$ cat config.mk
export PLATFORM = sky130hd
export DESIGN_NAME = universal_shift_register_flat
export DESIGN_NICKNAME = d
export VERILOG_FILES = /design/src/rtl/usr_pkg.sv /design/src/rtl/universal_shift_register_if.sv /design/src/rtl/usr_shift_counter.sv /design/src/rtl/universal_shift_register.sv /design/src/flat_wrapper.sv
export SDC_FILE = /design/constraint.sdc
export NUM_CORES = 1
export LEC_CHECK = 0
export BUFFER_PORTS_ARGS = -buffer_cell sky130_fd_sc_hd__buf_2
export CORE_MARGIN = 10
export CORE_UTILIZATION = 44
export CTS_CLUSTER_SIZE = 25
export DETAILED_ROUTE_END_ITERATION = 7
export PLACE_DENSITY_LB_ADDON = 0.3
export SYNTH_ARGS = -nofsm -noshare
export SYNTH_HDL_FRONTEND = slang
export SYNTH_SLANG_ARGS = --single-unit
$ cat constraint.sdc
create_clock -name clk -period 1 [get_ports clk]
set_input_delay 0.05 -clock clk [delete_from_list [all_inputs] [get_ports clk]]
set_output_delay 0.05 -clock clk [all_outputs]
set_load 0.02 [all_outputs]
$ cat src/rtl/usr_pkg.sv
// usr_pkg: mode encoding and helpers shared by the universal shift register slice
package usr_pkg;

    typedef enum logic [2:0] {
        MODE_HOLD,
        MODE_LOAD,
        MODE_SHR,
        MODE_SHL,
        MODE_ROR,
        MODE_ROL,
        MODE_ASR,
        MODE_CLEAR
    } mode_t;

    function automatic logic is_shift(mode_t m);
        return m inside {MODE_SHR, MODE_SHL, MODE_ROR, MODE_ROL, MODE_ASR};
    endfunction

endpackage

$ cat src/rtl/universal_shift_register_if.sv
// universal_shift_register_if: control, parallel and serial signals of the shift register
interface universal_shift_register_if #(parameter int N = 8);
    import usr_pkg::*;

    localparam int CW = $clog2(N + 1);

    logic          en;
    mode_t         mode;
    logic          serial_in_l;
    logic          serial_in_r;
    logic [N-1:0]  parallel_in;
    logic [N-1:0]  parallel_out;
    logic          serial_out_r;
    logic          serial_out_l;
    logic [CW-1:0] shift_cnt;
    logic          frame_done;

    modport master (
        output en, mode, serial_in_l, serial_in_r, parallel_in,
        input  parallel_out, serial_out_r, serial_out_l, shift_cnt, frame_done
    );

    modport slave (
        input  en, mode, serial_in_l, serial_in_r, parallel_in,
        output parallel_out, serial_out_r, serial_out_l, shift_cnt, frame_done
    );

endinterface

$ cat src/rtl/usr_shift_counter.sv
// usr_shift_counter: counts shift ops modulo N and pulses once on each wrap
module usr_shift_counter #(
    parameter int N = 8
) (
    input  logic                     clk,
    input  logic                     rst_n,
    input  logic                     inc,
    input  logic                     clr,
    output logic [$clog2(N+1)-1:0]   cnt,
    output logic                     wrap_pulse
);

    localparam int CW = $clog2(N + 1);

    logic [CW-1:0] cnt_d, cnt_q;
    logic          wrap_d, wrap_q;
    logic          at_last;

    assign at_last = (cnt_q == CW'(N - 1));

    // Next count: clear wins, increment wraps at N-1 so N is never reached
    always_comb begin
        cnt_d  = clr ? '0 : inc ? (at_last ? '0 : cnt_q + 1'b1) : cnt_q;
        wrap_d = inc && !clr && at_last;
    end

    // Counter and pulse registers
    always_ff @(posedge clk or negedge rst_n) begin
        if (!rst_n) begin
            cnt_q  <= '0;
            wrap_q <= 1'b0;
        end else begin
            cnt_q  <= cnt_d;
            wrap_q <= wrap_d;
        end
    end

    assign cnt        = cnt_q;
    assign wrap_pulse = wrap_q;

endmodule

$ cat src/rtl/universal_shift_register.sv
// universal_shift_register: N-bit load/shift/rotate register with frame counter
module universal_shift_register
    import usr_pkg::*;
#(
    parameter int N = 8
) (
    input  logic                          clk,
    input  logic                          rst_n,
    universal_shift_register_if.slave     bus
);

    logic [N-1:0] q_d, q_q;

    // Datapath next state selected by mode; en=0 holds
    always_comb begin
        q_d = q_q;
        if (bus.en) begin
            case (bus.mode)
                MODE_LOAD:  q_d = bus.parallel_in;
                MODE_SHR:   q_d = {bus.serial_in_l, q_q[N-1:1]};
                MODE_SHL:   q_d = {q_q[N-2:0], bus.serial_in_r};
                MODE_ROR:   q_d = {q_q[0], q_q[N-1:1]};
                MODE_ROL:   q_d = {q_q[N-2:0], q_q[N-1]};
                MODE_ASR:   q_d = {q_q[N-1], q_q[N-1:1]};
                MODE_CLEAR: q_d = '0;
                default:    q_d = q_q;
            endcase
        end
    end

    // Register contents
    always_ff @(posedge clk or negedge rst_n) begin
        if (!rst_n) q_q <= '0;
        else        q_q <= q_d;
    end

    usr_shift_counter #(.N(N)) u_cnt (
        .clk        (clk),
        .rst_n      (rst_n),
        .inc        (bus.en && is_shift(bus.mode)),
        .clr        (bus.en && (bus.mode == MODE_LOAD || bus.mode == MODE_CLEAR)),
        .cnt        (bus.shift_cnt),
        .wrap_pulse (bus.frame_done)
    );

    assign bus.parallel_out = q_q;
    assign bus.serial_out_r = q_q[0];
    assign bus.serial_out_l = q_q[N-1];

endmodule

$ cat src/flat_wrapper.sv
// flat-port wrapper written by rule: the top's interface ports become plain ports
module universal_shift_register_flat import usr_pkg::*;
#(
    parameter int N = 8
)
  (clk, rst_n, bus_en, bus_mode, bus_serial_in_l, bus_serial_in_r, bus_parallel_in, bus_parallel_out, bus_serial_out_r, bus_serial_out_l, bus_shift_cnt, bus_frame_done);
  universal_shift_register_if #(.N(N)) bus_i ();
  input  logic clk;
  input  logic rst_n;
  input wire logic [$bits(bus_i.en)-1:0] bus_en;
  input wire logic [$bits(bus_i.mode)-1:0] bus_mode;
  input wire logic [$bits(bus_i.serial_in_l)-1:0] bus_serial_in_l;
  input wire logic [$bits(bus_i.serial_in_r)-1:0] bus_serial_in_r;
  input wire logic [$bits(bus_i.parallel_in)-1:0] bus_parallel_in;
  output wire logic [$bits(bus_i.parallel_out)-1:0] bus_parallel_out;
  output wire logic [$bits(bus_i.serial_out_r)-1:0] bus_serial_out_r;
  output wire logic [$bits(bus_i.serial_out_l)-1:0] bus_serial_out_l;
  output wire logic [$bits(bus_i.shift_cnt)-1:0] bus_shift_cnt;
  output wire logic [$bits(bus_i.frame_done)-1:0] bus_frame_done;
  assign bus_i.en = bus_en;
  assign bus_i.mode = bus_mode;
  assign bus_i.serial_in_l = bus_serial_in_l;
  assign bus_i.serial_in_r = bus_serial_in_r;
  assign bus_i.parallel_in = bus_parallel_in;
  assign bus_parallel_out = bus_i.parallel_out;
  assign bus_serial_out_r = bus_i.serial_out_r;
  assign bus_serial_out_l = bus_i.serial_out_l;
  assign bus_shift_cnt = bus_i.shift_cnt;
  assign bus_frame_done = bus_i.frame_done;
  universal_shift_register #(.N(N)) u_core (.clk(clk), .rst_n(rst_n), .bus(bus_i));
endmodule
* Word level (Yosys, flattened, before mapping)
Index checks and enable logic that the tools add are counted.
** Word-level totals
- Bits in registers :: 13
- Input bits :: 16
- Output and inout port bits :: 15
- Logic and storage cells :: 30
** Cells by class
- $add $sub $neg :: 1
- Eq/ne operators :: 8
- Multiplexer cells :: 4
- Bitwise logic cells :: 1
- Reduce and logical (&&, ||, !) cells :: 12
** Operators by type and width (number)
- $pmux W8 S7 :: 1
- $eq A3 B3 Y1 const B :: 4
- $mux W4 :: 3
- $reduce_bool A7 Y1 :: 1
- $eq A3 B2 Y1 const B :: 2
- $reduce_bool A6 Y1 :: 1
- $reduce_bool A5 Y1 :: 1
- $add A4 B1 Y4 const B :: 1
- $eq A4 B3 Y1 const B :: 1
- $logic_and A1 B1 Y1 :: 4
- $eq A3 B1 Y1 const B :: 1
- $reduce_and A3 Y1 :: 1
- $reduce_and A2 Y1 :: 1
- $reduce_bool A2 Y1 :: 1
- $logic_not A1 Y1 :: 1
- $logic_or A1 B1 Y1 :: 1
- $not A1 Y1 :: 1

* Longest topological paths before layout
Gate-level depths: netlist of run 1.
- Depth in word-level cells :: 6
- Mapped depth :: 7

* By module
Synthesis of run 1 repeated with hierarchy kept, for this count alone.
** Unflattened totals
- Cell total of the unflattened synthesis :: 104
- Area, all modules :: 929.6 µm²
** Modules (own cells, without submodules)
- universal_shift_register :: instances 1, cells an instance 83, area an instance 685.7 µm², seq. area each 200.2 µm²
- usr_shift_counter :: instances 1, cells an instance 21, area an instance 244.0 µm², seq. area each 125.1 µm²

* Least setup slack after synthesis of run 1
Ideal clock, no wire load.
- Kind :: flip-flop to flip-flop
- Start point :: register u_core.u_cnt.cnt_q[0], in the netlist u_core.u_cnt.cnt[0]
- End point :: register u_core.u_cnt.cnt_q[2], in the netlist u_core.u_cnt.cnt[2]
- Library setup time :: 0.077 ns
- Arrival time :: 1.151 ns
- Data required time :: 0.923 ns
- Path slack :: -0.228 ns
- Stages on the path, launching flop included :: 5
- Path buffers :: 0
- Cell sequence :: dfrtp_1 ha_1 a32oi_1 o21ai_0 a21oi_1
** On the way
- Longest elaborated chain between the ends :: 4
** RTL lines
- start: declaration :: line usr_shift_counter.sv:15 : logic [CW-1:0] cnt_d, cnt_q;
- start signal: assignment :: line usr_shift_counter.sv:33 : cnt_q <= cnt_d;
- $add A4 B1 Y4 / $eq A4 B3 Y1 (equally long branches) :: line usr_shift_counter.sv:23, usr_shift_counter.sv:19
- $mux W4 * (3 in a row) :: line usr_shift_counter.sv:23 : cnt_d = clr ? '0 : inc ? (at_last ? '0 : cnt_q + 1'b1) : cnt_q;
Mark *: on every way between the ends. The rest lies on a longest branch, timed or not. The select of a mux whose other input is x is not followed.
A chain may end at the register's enable or synchronous reset.

* Final worst setup path of run 1
- Start point :: register u_core.q_q[2], in the netlist u_core.bus.parallel_out[2]
- End point :: register u_core.q_q[3], in the netlist u_core.bus.parallel_out[3]
** On the way
- Longest elaborated chain between the ends :: 1
** RTL lines
- start: declaration :: line universal_shift_register.sv:12 : logic [N-1:0] q_d, q_q;
- start signal: assignment :: line universal_shift_register.sv:34 : else q_q <= q_d;
- $pmux W8 S7 :: line universal_shift_register.sv:18 : case (bus.mode)
Every way passes these cells.

==> load_flow_metrics.sql, run 1 <==
INSERT INTO impl_metrics (metric_group, metric, value, unit) VALUES
('synth', 'synth_nets', '119', ''),
('critical_path', 'crit_chain', 'nand2_2, a21oi_2, a221o_1, a22o_1', ''),
('status', 'outcome', 'finished with violations', ''),
('synth', 'number_of_standard_cells_after_synthesis', '102', ''),
('layout', 'multi_input_combinational_cell_area', '551', 'µm²'),
('critical_path', 'timing.critical_path.max_delay_family', 'compound AO/OA/AOI/OAI gates', ''),
('hold_path', 'worstHoldPathType', 'in -> reg', ''),
('layout', 'design.final.nets', '170', ''),
('floorplanning', 'num_io_pins', '31', ''),
('grt', 'maximum_number_of_pins_on_one_net_before_global_route_repair', '14', ''),
('clock_tree', 'cts_max_level', '1', ''),
('floorplanning', 'core_area', '1940', 'µm²'),
('clock_tree', 'clock_pin_slew_on_the_worst_setup_and_hold_paths', '0.08', 'ns'),
('timing', 'clock-skew-final', '0.00142', 'ns'),
('floorplanning', 'fp.dieH', '64.8', 'µm'),
('clock_tree', 'cts-root-buf', 'sky130_fd_sc_hd__clkbuf_4', ''),
('synth', 'synth_enable_flop_cells', '0', ''),
('clock_tree', 'clock_latency', '0.27', 'ns'),
('route', 'finalWirelength', '2850', 'µm'),
('synth', 'netlist_area', '885', 'µm²'),
('timing', 'whs', '0.0633', 'ns'),
('grt', 'globalRouteTotalUtil', '13.4', '%'),
('synth', 'synth_sequential_area_ratio', '36.8', '%'),
('grt', 'via_count_of_the_first_global_routing_pass', '1035', ''),
('floorplanning', 'floorplan.die.width', '64.8', 'µm'),
('floorplanning', 'die_area', '4200', 'µm²'),
('route', 'remaining_drc_errors', '0', ''),
('synth', 'postSynthRegisterBits', '13', ''),
('clock_tree', 'cts_made_buffers', '3', ''),
('synth', 'synthMuxAreaShare', '1.13', '%'),
('clock_tree', 'tritoncts', 'yes', ''),
('grt', 'antenna_violations_before_repair', '0', ''),
('route', 'first_iter_violations', '29', ''),
('route', 'via_count', '984', ''),
('layout', 'commonest_non_fill_non_tap_cell_in_the_layout', 'sky130_fd_sc_hd__buf_2', ''),
('timing', 'post-route-worst-setup-slack', '-0.136', 'ns'),
('timing', 'grt_setup_unrepaired', 'true', ''),
('timing', 'timing.final.crit_share', '114', '%'),
('synth', 'synth-compound-area-share', '32.7', '%'),
('critical_path', 'setup.worst_path.class', 'reg -> reg', ''),
('power_and_ir_drop', 'power.density', '1770', 'nW/µm²'),
('power_and_ir_drop', 'leakage', '0.642', 'nW'),
('grt', 'grt_first_pass_wirelength', '4740', 'µm'),
('job', 'max_cap_violations', '0', ''),
('floorplanning', 'floorplan.initialDensity', '45.6', '%'),
('timing', 'worst-slew-pin-transition', '0.662', 'ns'),
('clock_tree', 'cts-root-to-sink-buffers', '2', ''),
('layout', 'area_growth_syn_to_layout', '59.8', '%'),
('status', 'violations', 'negative setup slack', ''),
('route', 'routed_wire_length_per_instance', '15.9', 'µm'),
('power_and_ir_drop', 'ir_worst_vdd', '1.01', 'mV'),
('timing', 'finalCriticalPeriod', '1.14', 'ns'),
('timing', 'worst_slew_margin_rel', '55.8', '%'),
('timing', 'final-setup-viol-count', '22', ''),
('synth', 'async_flop_share', '100', '%'),
('critical_path', 'timing.critical_path.slowest_stage_cell', 'sky130_fd_sc_hd__dfrtp_2', ''),
('timing', 'slew_viol_final', '0', ''),
('synth', 'top_cell_type_s_share_of_synthesized_area', '36.8', '%'),
('placement', 'placement.io_buffers', '30', ''),
('synth', 'synth_fa_ha_area_share', '1.41', '%'),
('timing', 'number_of_failing_hold_endpoints_at_the_final_stage', '0', ''),
('synth', 'post-synth-top-area-cell', 'sky130_fd_sc_hd__dfrtp_1', ''),
('floorplanning', 'cell_row_count', '16', ''),
('synth', 'post_synth_xor_area_fraction', '0.990', '%'),
('layout', 'fin_util', '72.8', '%'),
('placement', 'dp_wirelength', '2070', 'µm'),
('synth', 'ys_dominant_reg_cell', 'sky130_fd_sc_hd__dfrtp_1', ''),
('clock_tree', 'tritoncts_num_sinks', '13', ''),
('layout', 'layout_common_cells', 'sky130_fd_sc_hd__buf_2, sky130_fd_sc_hd__buf_6, sky130_fd_sc_hd__buf_4', ''),
('layout', 'diodes', '0', ''),
('layout', 'fraction_of_final_layout_cells_with_drive_strength_greater_than_1', '56.6', '%');
[Yosys cell counts (3+ instances only)]
| cell type | instances |
|---|---|
| sky130_fd_sc_hd__buf_2 | 3 |
| sky130_fd_sc_hd__buf_6 | 3 |
| sky130_fd_sc_hd__o31ai_1 | 3 |
| sky130_fd_sc_hd__a22o_1 | 7 |
| sky130_fd_sc_hd__clkbuf_1 | 3 |
| sky130_fd_sc_hd__dfrtp_1 | 13 |
| sky130_fd_sc_hd__inv_1 | 4 |
| sky130_fd_sc_hd__a221o_1 | 5 |
| sky130_fd_sc_hd__nand2_1 | 11 |
| sky130_fd_sc_hd__nor2_1 | 14 |
| sky130_fd_sc_hd__a21oi_1 | 10 |
[path summary, 6_finish.rpt]
path                            depth (start not counted)                  startpoint                         end  slack [ns]
min in group asynchronous                               2                       rst_n     u_core.u_cnt.wrap_pulse        0.19
worst min register to register                          1         u_core.u_cnt.cnt[3]     u_core.u_cnt.wrap_pulse        0.48
max in group asynchronous                               2                       rst_n  u_core.bus.parallel_out[1]        0.56
worst max-delay path                                    4  u_core.bus.parallel_out[2]  u_core.bus.parallel_out[3]       -0.14
worst min-delay path                                    3          bus_parallel_in[0]  u_core.bus.parallel_out[0]        0.06
worst max register to register                          4  u_core.bus.parallel_out[2]  u_core.bus.parallel_out[3]       -0.14
[registers in the layout, summed over array words and instances (netlist names)]
signal	flops
u_core.bus.parallel_out	8
u_core.u_cnt.cnt	4
u_core.u_cnt.wrap_pulse	1
[power by group]
part / internal (W) / switching [W] / total, W
clock: 0.000155 / 0.000175 / 0.000329
combinational: 0.000737 / 0.000604 / 0.00134
sequential: 0.000657 / 0.000179 / 0.000836
total: 0.00155 / 0.000959 / 0.00251
[worst min-delay path, delay by kind of cell]
family          cells  cell delay, ns
compound gates      1            0.07
buf+inv             1            0.09
simple gates        1            0.09
[logic make-up (layout without fill, tap and decap cells)]
logic type	after synthesis	in the layout
AND/OR/NAND/NOR	34	34
XOR/XNOR	1	1
multiplexers	1	1
buffers and inverters	15	65
flip-flops	13	13
AO/OA/AOI/OAI	37	37
adder cells (fa/ha/maj)	1	1
[repair_timing]
item | 4_1_cts | 5_1_grt
gates resized for setup | 33 | 15
endpoints found under the setup margin | 20 | 23
hold buffers | 1 | 0
endpoints found under the hold margin | 13 | 0
pin swaps | 6 | 13
buffers inserted | 4 | 2
[through the flow]
step	instance area (µm²)	TNS (ns)	cells	total power (W)	setup WS, ns
after CTS	1360	-1.10	178	0.00245	-0.122
after detailed placement	1170	-1.95	169	0.00178	-0.182
final	1410	-1.17	179	0.00251	-0.136
after global routing	1410	-2.16	179	0.00266	-0.196
after floorplan	913	-1.20	102	0.00135	-0.126
after global placement	1170	-1.45	169	0.00174	-0.143
[final cells by class]
type	instances	area share (%)
repair buffers	57	31.9
multi-input cells	74	38.9
well taps	27	2.39
clock buffers	4	1.86
inverters	4	1.06
flip-flops and latches	13	23.8
[metal layers]
metal,wire length (µm),track usage (%)
met1,1180,15.6
met2,1480,23.9
met3,140,2.41
met4,46,4.81
met5,0,0
(Power assumes the default switching activity.)
==> run 2: changes to the inputs <==
PLACE_DENSITY = 0.79   (was default)
PLACE_DENSITY_LB_ADDON = default   (was 0.3)
==> load_flow_metrics.sql, run 2 (synthesis results as in run 1) <==
INSERT INTO impl_metrics (metric_group, metric, value, unit) VALUES
('status', 'outcome', 'finished with violations', ''),
('status', 'violations', 'negative setup slack', ''),
('timing', 'finalCriticalPeriod', '1.14', 'ns'),
('clock_tree', 'clock_pin_slew_on_the_worst_setup_and_hold_paths', '0.08', 'ns'),
('clock_tree', 'cts_max_level', '1', ''),
('route', 'via_count', '977', ''),
('critical_path', 'critical_path.max_fanout', '4', ''),
('critical_path', 'cpMostUsedCell', 'sky130_fd_sc_hd__buf_6', ''),
('hold_path', 'worstHoldPathType', 'in -> reg', ''),
('route', 'first_iter_violations', '26', ''),
('critical_path', 'critical_path.reg2reg.endpoint', 'u_core.u_cnt.cnt[2]', ''),
('layout', 'commonest_non_fill_non_tap_cell_in_the_layout', 'sky130_fd_sc_hd__buf_4', ''),
('route', 'finalWirelength', '2890', 'µm'),
('floorplanning', 'floorplan.initialDensity', '45.6', '%'),
('critical_path', 'max_stage_delay', '0.43', 'ns'),
('critical_path', 'crit_chain', 'buf_4, buf_6, buf_6', ''),
('placement', 'dpl-instance-area', '1190', 'µm²'),
('power_and_ir_drop', 'leakage', '0.661', 'nW'),
('route', 'remaining_drc_errors', '0', ''),
('timing', 'worst_slew_margin_rel', '63.2', '%'),
('placement', 'dp_wirelength', '2040', 'µm'),
('timing', 'fmax', '0.876', 'GHz'),
('critical_path', 'critPathCapture', 'bus_parallel_out[5]', ''),
('layout', 'post-route-cell-area', '1450', 'µm²'),
('critical_path', 'setup.worst_path.start', 'u_core.bus.parallel_out[5]', ''),
('layout', 'fin_util', '74.5', '%'),
('timing', 'setup-tns-final', '-1.43', 'ns'),
('critical_path', 'reg2regPathDepth', '4', ''),
('clock_tree', 'clock_latency', '0.29', 'ns'),
('critical_path', 'r2r_setup_slack', '-0.12', 'ns'),
('timing', 'post-route-worst-setup-slack', '-0.141', 'ns'),
('layout', 'area_growth_syn_to_layout', '63.5', '%'),
('timing', 'number_of_failing_hold_endpoints_at_the_final_stage', '0', ''),
('critical_path', 'end_kind', 'primary output', ''),
('clock_tree', 'tritoncts_num_sinks', '13', ''),
('grt', 'grt_first_pass_wirelength', '4980', 'µm'),
('clock_tree', 'cts-root-buf', 'sky130_fd_sc_hd__clkbuf_4', ''),
('layout', 'design.final.nets', '172', ''),
('placement', 'gpl.final_weighted_congestion', '0.799', ''),
('layout', 'finalNonFillerCells', '181', ''),
('route', 'vias_per_cell', '5.40', ''),
('clock_tree', 'cts_made_buffers', '3', ''),
('grt', 'antenna_violations_before_repair', '0', ''),
('floorplanning', 'fp.dieH', '64.8', 'µm'),
('placement', 'placement.io_buffers', '30', ''),
('layout', 'fraction_of_final_layout_cells_with_drive_strength_greater_than_1', '53.2', '%'),
('power_and_ir_drop', 'power', '0.00258', 'W'),
('floorplanning', 'cell_row_count', '16', ''),
('route', 'detailedRoute.firstPassIterationCount', '4', ''),
('floorplanning', 'floorplan.die.width', '64.8', 'µm'),
('critical_path', 'worst_r2r_startpoint', 'u_core.u_cnt.cnt[1]', ''),
('critical_path', 'arrival', '1.09', 'ns'),
('placement', 'placed_cells', '170', ''),
('grt', 'via_count_of_the_first_global_routing_pass', '1051', ''),
('clock_tree', 'cts-root-to-sink-buffers', '2', ''),
('power_and_ir_drop', 'ir_worst_vdd', '1.17', 'mV'),
('job', 'max_cap_violations', '0', ''),
('timing', 'clock-skew-final', '0.00341', 'ns'),
('floorplanning', 'die_area', '4200', 'µm²'),
('critical_path', 'critPathRequiredTime', '0.95', 'ns'),
('critical_path', 'setup.worst_path.class', 'reg -> out', ''),
('critical_path', 'timing.critical_path.slowest_stage_cell', 'sky130_fd_sc_hd__dfrtp_1', ''),
('layout', 'fill_cells', '154', ''),
('timing', 'timing.final.crit_share', '114', '%'),
('power_and_ir_drop', 'power.density', '1790', 'nW/µm²'),
('route', 'routed_wire_length_per_instance', '16.0', 'µm'),
('critical_path', 'crit_path_start_kind', 'flop', ''),
('grt', 'maximum_number_of_pins_on_one_net_before_global_route_repair', '15', ''),
('timing', 'grt_setup_unrepaired', 'true', ''),
('grt', 'total_grt_overflow', '0', ''),
('layout', 'largest_register_ffs', '8', ''),
('floorplanning', 'num_io_pins', '31', ''),
('timing', 'worst-slew-pin-transition', '0.551', 'ns'),
('grt', 'globalRouteTotalUtil', '14.3', '%'),
('route', 'drtAntennaViolNets', '0', ''),
('timing', 'slew_viol_final', '0', ''),
('timing', 'final-setup-viol-count', '22', ''),
('clock_tree', 'tritoncts', 'yes', ''),
('floorplanning', 'core_area', '1940', 'µm²'),
('layout', 'diodes', '0', ''),
('layout', 'layout_common_cells', 'sky130_fd_sc_hd__buf_4, sky130_fd_sc_hd__buf_2, sky130_fd_sc_hd__buf_6', '');
[run 2: cell types whose count changed in the layout (fill, tap and decap cells not counted), sizes merged]
cell  before  now
buf       56   58
[run 2: layout make-up]
| type | count | area (µm²) | area share (%) |
|---|---|---|---|
| inverters | 4 | 15.0 | 1.04 |
| flip-flops and latches | 13 | 337 | 23.3 |
| repair buffers | 59 | 493 | 34.1 |
| well taps | 27 | 33.8 | 2.34 |
| multi-input cells | 74 | 542 | 37.5 |
| clock buffers | 4 | 26.3 | 1.82 |
[run 2: worst max-delay path, delay by kind of cell (launching register included)]
kind | cells | cell delay (ns)
DFF | 1 | 0.43
buffers and inverters | 3 | 0.38
[run 2: how the worst min path moves through the flow]
| stage | to | slack, ns | start | depth (start not counted) |
|---|---|---|---|---|
| 2_1_floorplan | u_core.bus.parallel_out[0] | -0.25 | rst_n | 0 |
| 3_3_place_gp | u_core.u_cnt.cnt[3] | -0.05 | rst_n | 1 |
| 3_5_place_dp | u_core.u_cnt.cnt[3] | -0.04 | rst_n | 1 |
| 4_1_cts | u_core.bus.parallel_out[0] | 0.06 | bus_parallel_in[0] | 3 |
| 5_1_grt | u_core.bus.parallel_out[0] | 0.08 | bus_parallel_in[0] | 3 |
| 6_report | u_core.bus.parallel_out[0] | 0.06 | bus_parallel_in[0] | 3 |
[run 2: power by group]
part	internal, W	switching [W]	leakage [nW]
registers	0.000659	0.000190	0.153
clock network	0.000155	0.000188	0.0150
logic	0.000762	0.000629	0.492
[run 2: routing by layer]
layer	vias to the layer above	GRT usage (%)	wire length, µm
li1	476	-	-
met1	460	16.1	1120
met2	39	25.5	1570
met3	2	3.09	185
met4	0	5.61	17
met5	-	0	0
[run 2: through the flow]
stage               hold slack (ns)  setup slack [ns]
global placement            -0.0533            -0.100
CTS                          0.0605            -0.120
detailed placement          -0.0434            -0.128
floorplan                    -0.246            -0.126
global route                 0.0838            -0.185
finish                       0.0562            -0.141
[run 2: what timing repair did]
item	in CTS	in global routing
endpoints found under the setup margin	21	25
hold buffers	1	0
pin swaps	5	7
resized for setup	33	10
hold endpoints to repair	13	0
setup buffers	3	4
==> run 3: changes to the inputs <==
ABC_AREA = 1   (was default)
==> load_flow_metrics.sql, run 3 <==
INSERT INTO impl_metrics (metric_group, metric, value, unit) VALUES
('status', 'outcome', 'finished with violations', ''),
('status', 'violations', 'negative setup slack', ''),
('synth', 'top_cell_type_s_share_of_synthesized_area', '36.8', '%'),
('clock_tree', 'tritoncts', 'yes', ''),
('timing', 'slew_viol_final', '0', ''),
('synth', 'ys_warn_count', '0', ''),
('clock_tree', 'tritoncts_num_sinks', '13', ''),
('timing', 'grt_setup_unrepaired', 'true', ''),
('layout', 'commonest_non_fill_non_tap_cell_in_the_layout', 'sky130_fd_sc_hd__nand2_1', ''),
('placement', 'gpl.final_weighted_congestion', '0.801', ''),
('timing', 'worst-slew-pin-transition', '0.306', 'ns'),
('route', 'drtAntennaViolNets', '0', ''),
('route', 'remaining_drc_errors', '0', ''),
('timing', 'worst_slew_margin_rel', '79.6', '%'),
('synth', 'netlist_area', '885', 'µm²'),
('timing', 'post-route-worst-setup-slack', '-0.0421', 'ns'),
('floorplanning', 'cell_row_count', '16', ''),
('job', 'max_cap_violations', '0', ''),
('synth', 'synth.most_common_cell', 'sky130_fd_sc_hd__nand2_1', ''),
('synth', 'number_of_standard_cells_after_synthesis', '118', ''),
('synth', 'post_synth_xor_area_fraction', '1.98', '%'),
('route', 'vias_per_cell', '4.89', ''),
('power_and_ir_drop', 'power.net_switching', '0.000773', 'W'),
('critical_path', 'crit_path_start_kind', 'flop', ''),
('route', 'detailedRoute.firstPassIterationCount', '4', ''),
('clock_tree', 'cts-root-to-sink-buffers', '2', ''),
('grt', 'grt_first_pass_wirelength', '3960', 'µm'),
('timing', 'clock-skew-final', '0.00398', 'ns'),
('power_and_ir_drop', 'power_share_of_the_sequential_group', '40.8', '%'),
('synth', 'synth_top_cells_by_count', 'sky130_fd_sc_hd__nand2_1, sky130_fd_sc_hd__dfrtp_1, sky130_fd_sc_hd__nand3_1', ''),
('synth', 'synth_nets', '135', ''),
('synth', 'synth_top_family_by_area', 'simple AND/OR/NAND/NOR gates', ''),
('power_and_ir_drop', 'leakage', '0.639', 'nW'),
('synth', 'post_synth_num_cell_types', '22', ''),
('layout', 'fill_cells', '205', ''),
('timing', 'number_of_failing_hold_endpoints_at_the_final_stage', '0', ''),
('synth', 'postSynthRegisterBits', '13', ''),
('floorplanning', 'num_io_pins', '31', ''),
('critical_path', 'arrival', '1.21', 'ns'),
('synth', 'post-synth-top-area-cell', 'sky130_fd_sc_hd__dfrtp_1', ''),
('timing', 'whs', '0.0208', 'ns'),
('synth', 'synth-compound-area-share', '14.3', '%'),
('clock_tree', 'cts-root-buf', 'sky130_fd_sc_hd__clkbuf_4', ''),
('synth', 'synth.top_cells.by_area', 'sky130_fd_sc_hd__dfrtp_1, sky130_fd_sc_hd__nand2_1, sky130_fd_sc_hd__nand3_1', ''),
('power_and_ir_drop', 'clkPwrFrac', '17.2', '%'),
('floorplanning', 'core_area', '1940', 'µm²'),
('synth', 'synth_enable_flop_cells', '0', ''),
('critical_path', 'setup.worst_path.class', 'reg -> reg', ''),
('grt', 'maximum_number_of_pins_on_one_net_before_global_route_repair', '14', ''),
('critical_path', 'r2r_setup_slack', '-0.04', 'ns'),
('hold_path', 'worstHoldPathType', 'in -> reg', ''),
('floorplanning', 'floorplan.initialDensity', '45.6', '%'),
('route', 'first_iter_violations', '36', ''),
('layout', 'design.final.nets', '175', ''),
('layout', 'diodes', '0', ''),
('power_and_ir_drop', 'ir_worst_vdd', '0.962', 'mV'),
('grt', 'globalRouteTotalUtil', '11.2', '%'),
('grt', 'antenna_violations_before_repair', '0', ''),
('route', 'via_count', '899', ''),
('placement', 'placement.io_buffers', '30', ''),
('synth', 'synth_sequential_area_ratio', '36.8', '%'),
('power_and_ir_drop', 'power.internal', '0.00114', 'W'),
('timing', 'timing.final.crit_share', '104', '%'),
('placement', 'dp_wirelength', '1770', 'µm'),
('clock_tree', 'cts_max_level', '1', ''),
('synth', 'synthMuxAreaShare', '0', '%'),
('layout', 'layout_common_cells', 'sky130_fd_sc_hd__nand2_1, sky130_fd_sc_hd__buf_2, sky130_fd_sc_hd__dfrtp_1', ''),
('grt', 'via_count_of_the_first_global_routing_pass', '916', ''),
('synth', 'ys_dominant_reg_cell', 'sky130_fd_sc_hd__dfrtp_1', ''),
('critical_path', 'critPathRequiredTime', '1.17', 'ns'),
('grt', 'total_grt_overflow', '0', ''),
('clock_tree', 'clock_pin_slew_on_the_worst_setup_and_hold_paths', '0.08', 'ns'),
('synth', 'synth_fa_ha_area_share', '1.41', '%'),
('floorplanning', 'die_area', '4200', 'µm²'),
('power_and_ir_drop', 'power.combinational.fraction', '42.0', '%'),
('route', 'routed_wire_length_per_instance', '12.5', 'µm'),
('clock_tree', 'cts_made_buffers', '3', ''),
('timing', 'final-setup-viol-count', '4', ''),
('critical_path', 'end_kind', 'flop', ''),
('floorplanning', 'floorplan.die.width', '64.8', 'µm'),
('timing', 'fmax', '0.960', 'GHz'),
('timing', 'finalCriticalPeriod', '1.04', 'ns'),
('route', 'finalWirelength', '2310', 'µm'),
('synth', 'post_synth.cell_area_avg', '7.50', 'µm²'),
('placement', 'dpl_worst_slack', '-0.0237', 'ns'),
('floorplanning', 'fp.dieH', '64.8', 'µm'),
('synth', 'area_fraction_in_and_or_nand_and_nor_cells_after_synthesis', '33.9', '%'),
('layout', 'fraction_of_final_layout_cells_with_drive_strength_greater_than_1', '37.6', '%'),
('power_and_ir_drop', 'switching_power_share_of_the_total', '40.5', '%'),
('layout', 'area_growth_syn_to_layout', '30.8', '%'),
('synth', 'async_flop_share', '100', '%'),
('clock_tree', 'clock_latency', '0.27', 'ns'),
('power_and_ir_drop', 'power.density', '1650', 'nW/µm²'),
('critical_path', 'critical_path.max_fanout', '4', ''),
('layout', 'largest_register_ffs', '8', '');
run 3: kinds of logic (layout without fill, tap and decap cells):
group,after synthesis,in the layout
AOI/OAI and AO/OA,21,21
xor gates and xnor gates,2,2
adders and majority gates,1,1
buffers and inverters,16,55
DFF,13,13
and+or+nand+nor,65,65
run 3: cell type report:
cell class,instances,area [µm²],share of cell area (%)
multi-input cells,89,482,41.6
well taps,27,33.8,2.92
inverters,10,42.5,3.68
flip-flops and latches,13,328,28.3
repair buffers,41,245,21.2
clock buffers,4,26.3,2.27
run 3: per-stage QoR:
step	power, W	setup TNS, ns	utilization [%]	cells	cell area, µm²
global route	0.00205	-0.306	59.6	184	1160
finish	0.00191	-0.0909	59.6	184	1160
global placement	0.00149	0	55.8	177	1080
CTS	0.00187	-0.0723	58.4	182	1130
floorplan	0.00126	-0.0579	-	118	900
detailed placement	0.00151	-0.0377	55.8	177	1080
run 3: path summary, 6_finish.rpt:
| path | startpoint | end | cells after the start |
|---|---|---|---|
| hold reg to reg | u_core.bus.parallel_out[1] | u_core.bus.parallel_out[1] | 2 |
| max in group asynchronous | rst_n | u_core.u_cnt.cnt[1] | 2 |
| setup reg to reg | u_core.u_cnt.cnt[1] | u_core.u_cnt.cnt[3] | 4 |
| setup / recovery | u_core.u_cnt.cnt[1] | u_core.u_cnt.cnt[3] | 4 |
| hold / removal | bus_en | u_core.u_cnt.wrap_pulse | 3 |
| min in group asynchronous | rst_n | u_core.bus.parallel_out[7] | 2 |
run 3: power by group through the flow:
stage,Clock (W),Sequential (W),Combinational (W)
2_1_floorplan,0,0.000912,0.000353
3_3_place_gp,0,0.000779,0.000713
3_5_place_dp,0,0.000787,0.000725
4_1_cts,0.000336,0.000779,0.000752
5_1_grt,0.000358,0.000799,0.000893
6_report,0.000328,0.000780,0.000804
run 3: layer usage:
layer,GRT usage (%),vias to the layer above,wire length (µm)
met3,2.92,4,127
met4,6.15,0,20
met5,0,-,0
met1,13.6,409,1050
li1,-,461,-
met2,17.7,25,1100
run 3: repair_timing:
action / CTS / global route
gates resized for setup: 4 / 2
buffers inserted: 0 / 2
hold endpoints to repair: 13 / 0
hold buffers: 1 / 0
pin swaps: 3 / 3
endpoints found under the setup margin: 4 / 5
run 3: critical path, stage by stage, from the launching register on:
cell	delay [ns]
sky130_fd_sc_hd__dfrtp_2	0.44
sky130_fd_sc_hd__buf_4	0.14
sky130_fd_sc_hd__nand3_1	0.08
sky130_fd_sc_hd__xor2_1	0.19
sky130_fd_sc_hd__o21ai_2	0.08
